### config.mk
export PLATFORM = sky130hd
export DESIGN_NAME = spi_slave_obi_tx_fifo
export DESIGN_NICKNAME = d
export VERILOG_FILES = /design/src/rtl/spi_slave_obi_tx_fifo.sv
export SDC_FILE = /design/constraint.sdc
export NUM_CORES = 1
export LEC_CHECK = 0
export BUFFER_PORTS_ARGS = -buffer_cell sky130_fd_sc_hd__buf_2
export CORE_MARGIN = 8
export CORE_UTILIZATION = 52
export CTS_BUF_LIST = sky130_fd_sc_hd__clkbuf_8 sky130_fd_sc_hd__clkbuf_16
export DETAILED_ROUTE_END_ITERATION = 6
export GPL_TIMING_DRIVEN = 0
export HOLD_SLACK_MARGIN = 0.1
export PLACE_DENSITY = 0.75
export RECOVER_POWER = 50
export SETUP_SLACK_MARGIN = 0.05
export SYNTH_ARGS = -nofsm -noshare
export SYNTH_HDL_FRONTEND = slang
export SYNTH_SLANG_ARGS = --single-unit
### constraint.sdc
create_clock -name obi_aclk -period 2 [get_ports obi_aclk]
set_clock_uncertainty 0.05 [all_clocks]
set_input_delay 0.2 -clock obi_aclk [delete_from_list [all_inputs] [get_ports obi_aclk]]
set_output_delay 0.2 -clock obi_aclk [all_outputs]
set_load 0.02 [all_outputs]
### src/rtl/spi_slave_obi_tx_fifo.sv
// Ready/valid word FIFO from the OBI read plug to the SPI tx shifter. The write-to-read latency is one cycle, with no bypass.
// ready_o is low when full or flushing and never depends on ready_i. flush_i empties the FIFO in one cycle.
module spi_slave_obi_tx_fifo #(
   parameter int DATA_WIDTH = 32,
   parameter int DEPTH      = 4,
   parameter int CNT_WIDTH  = $clog2(DEPTH + 1)
) (
   input  logic                  obi_aclk,
   input  logic                  obi_aresetn,
   input  logic                  flush_i,
   input  logic [DATA_WIDTH-1:0] data_i,
   input  logic                  valid_i,
   output logic                  ready_o,
   output logic [DATA_WIDTH-1:0] data_o,
   output logic                  valid_o,
   input  logic                  ready_i,
   output logic [CNT_WIDTH-1:0]  elements_o,
   output logic                  full_o,
   output logic                  empty_o
);

   localparam int                PTR_W    = $clog2(DEPTH);
   localparam logic [PTR_W-1:0]  LAST_PTR = PTR_W'(DEPTH - 1);
   localparam logic [CNT_WIDTH-1:0] FULL_CNT = CNT_WIDTH'(DEPTH);

   logic [DATA_WIDTH-1:0] r_mem [DEPTH];
   logic [PTR_W-1:0]      r_rd_ptr;
   logic [PTR_W-1:0]      r_wr_ptr;
   logic [CNT_WIDTH-1:0]  r_count;

   logic                  w_push;
   logic                  w_pop;

   assign full_o     = (r_count == FULL_CNT);
   assign empty_o    = (r_count == '0);
   assign elements_o = r_count;
   assign ready_o    = !full_o && !flush_i;
   assign valid_o    = !empty_o;
   assign data_o     = r_mem[r_rd_ptr];

   assign w_push = valid_i && ready_o;
   assign w_pop  = valid_o && ready_i;

   always_ff @(posedge obi_aclk or negedge obi_aresetn) begin
      if (!obi_aresetn) begin
         r_rd_ptr <= '0;
         r_wr_ptr <= '0;
         r_count  <= '0;
         for (int i = 0; i < DEPTH; i++) begin
            r_mem[i] <= '0;
         end
      end else if (flush_i) begin
         // Storage is left stale; only the bookkeeping is cleared.
         r_rd_ptr <= '0;
         r_wr_ptr <= '0;
         r_count  <= '0;
      end else begin
         if (w_push) begin
            r_mem[r_wr_ptr] <= data_i;
            r_wr_ptr        <= (r_wr_ptr == LAST_PTR) ? '0 : r_wr_ptr + 1'b1;
         end
         if (w_pop) begin
            r_rd_ptr <= (r_rd_ptr == LAST_PTR) ? '0 : r_rd_ptr + 1'b1;
         end
         case ({w_push, w_pop})
            2'b10:   r_count <= r_count + 1'b1;
            2'b01:   r_count <= r_count - 1'b1;
            default: r_count <= r_count;
         endcase
      end
   end

endmodule

==> results.cfg <==
[synthesis]
yosysSeqAreaShare = 0.544
synth_seq_cells = 135
synth_cell_types = 37
synth_area_leaders = dfrtp_1, mux2_2, mux4_2
synth-async-reset-ratio = 1.00
synth.top_cells.by_count = dfrtp_1, mux2_2, mux4_2
avgSynthCellArea_sq_um = 16.6
synth_area_sq_um = 6210
yosysMostFrequentCell = dfrtp_1
netlist.area_leader.share = 0.544
synthCells = 374
syn-num-nets = 417
yosys_warnings = 0
synth-main-ff-cell = dfrtp_1
synth_largest_area_cell = dfrtp_1
synth-edff-count = 0

[pwr]
ir_worst_vdd_mv = 0.725
leakagePower_nw = 4.19
p_total_w = 0.0101
power_density_nw_per_um2 = 1150

[timing]
finalSetupViolCount = 39
fin_ws_ns = -0.0844
fmax_mhz = 480
tightest_slew_ns = 1.21
period_needed_ns = 2.08
hold_viol_final = 0
slew_headroom = 0.193
drv_slew = 0
period_share = 1.04
rsz0062_at_grt = yes
fin_setup_tns_ns = -1.55

[global_routing]
antenna_found_initial = 0
grt_max_degree = 89
grtUsageTotal = 0.189
grt_overflow = 0
grt_pass1_vias = 4366
grt_pass1_wl_um = 23100

[place]
placed_area_sq_um = 6840
place_ws_ns = -0.192
dp_hpwl_um = 8210
port_buffers = 75
place_inst = 597
gp_congestion = 0.713

[hold_path]
hold_class = primary input to flop

[clock_tree]
clkLatencyLatePin_ns = 0.42
clkTransAtPathRegs_ns = 0.05
tritoncts = built
numCtsBuffers = 17
clock-root-buffer = clkbuf_16
cts_num_sinks = 135
cts_max_path_buffers = 2
htreeDepth = 4

[route]
wl_um = 14700
drtPass1Iterations = 4
wl_per_cell_um = 21.0
ant_nets = 0
drc = 0
drt-initial-drc-count = 236
vias = 3858
via_per_inst = 5.52

[finish]
multi_input_area_sq_um = 2940
fillers = 721
stdcell_area_sq_um = 8730
fin_nets = 582
stdcell_count = 699
seqCellArea_sq_um = 3380
area_delta_synth_final_pct = 40.4
diodes = 0
drive_above_1_share = 0.618

[critical_path]
crit_chain = buf_6 > o31ai_4 > a21oi_4 > fa_2 > nand2b_4 > or4_1 > a31oi_1
slowest_stage = dfrtp_2
arrival_ns = 2.37
path_delay_family = simple AND/OR/NAND/NOR gates
worst-setup-path-type = flop to flop
worst_setup_path_start_kind = flop
required_ns = 2.28
slowest_delay_ns = 0.42
end_kind = flop
worstPathMaxFanout = 3
critPathBufInv = 1

[floorplan]
die_h_um = 125
rows = 40
die_w_um = 125
initial_core_util = 0.524
ioPinCount = 76
core-area_sq_um = 11900
dieArea_sq_um = 15700

[status]
failed_checks = setup timing
status = finished with violations

[job]
cap_viol_max_count = 0
[stage by stage]
stage / hold slack, ns / utilization
2_1_floorplan: -0.146 / -
3_3_place_gp: 0.403 / 0.574
3_5_place_dp: 0.113 / 0.577
4_1_cts: 0.233 / 0.702
5_1_grt: 0.343 / 0.736
6_report: 0.292 / 0.736
[routing by layer]
metal | vias up | share of wire | GRT usage
met5 | - | 0 | 0
met4 | 0 | 0.012 | 0.0652
met3 | 17 | 0.044 | 0.0671
met2 | 88 | 0.51 | 0.311
met1 | 2030 | 0.43 | 0.226
li1 | 1723 | - | -
[tightest hold or removal path, cell delays in order]
cell and delay (ns):
buf_2 0.11, clkbuf_1 0.22, nand3_1 0.12, a21oi_1 0.06
[final timing paths]
| path | slack (ns) | cells after the start | endpoint | start |
|---|---|---|---|---|
| max | -0.08 | 7 | elements_o[2] | elements_o[2] |
| min | 0.29 | 4 | r_wr_ptr[0] | valid_i |
| max reg2reg | -0.08 | 7 | elements_o[2] | elements_o[2] |
| min reg2reg | 0.45 | 1 | r_mem[10] | r_mem[10] |
| max in group asynchronous | 0.30 | 3 | elements_o[0] | obi_aresetn |
| min in group asynchronous | 0.52 | 2 | r_mem[49] | obi_aresetn |
[cell families after synthesis]
kind of cell,Yosys count,share of synthesized area
compound gates,17,0.0195
mux,161,0.368
fa+ha+maj,6,0.0133
flops,135,0.544
simple gates,24,0.0234
buf+inv,30,0.0310
xor+xnor,1,0.00141
[cell type report]
type / count / share of cell area
sequential: 135 / 0.387
multi-input combinational: 209 / 0.337
timing repair buffer: 146 / 0.144
clock buffer: 21 / 0.0550
buffer: 25 / 0.0401
tap: 147 / 0.0211
clock inverter: 11 / 0.0122
inverter: 5 / 0.00272
[power breakdown]
| part | leakage (nW) | total (W) | internal [W] | switching [W] |
|---|---|---|---|---|
| Sequential | 1.69 | 0.00398 | 0.00353 | 0.000447 |
| Clock | 0.298 | 0.00308 | 0.00194 | 0.00114 |
| Combinational | 2.21 | 0.00299 | 0.00188 | 0.00111 |
| Total | 4.19 | 0.0101 | 0.00735 | 0.00270 |
[flip-flops by register name, summed over array words and instances (netlist names)]
register,count
r_wr_ptr,2
elements_o,3
r_mem,128
r_rd_ptr,2
[cells in the final DEF (no fill, tap or decap), drive strengths merged, types with 2 or more instances in the layout]
cell	count
a21oi	5
buf	125
bufinv	2
clkbuf	32
clkinv	4
clkinvlp	2
dfrtp	135
dlygate4sd3	35
ha	5
inv	8
mux2	129
mux4	32
nand2	4
nand2b	2
nand3	7
nor2	3
o2111ai	2
or3	2
[timing repair]
| item | in CTS | in global routing |
|---|---|---|
| hold buffers | 35 | 0 |
| pin swaps | 4 | 2 |
| resized for setup | 84 | 76 |
| endpoints found under the hold margin | 176 | 0 |
| setup buffers | 21 | 9 |
| endpoints found under the setup margin | 126 | 124 |
| cloned | 3 | 3 |
No activity file was read; power rests on OpenSTA's default activity.
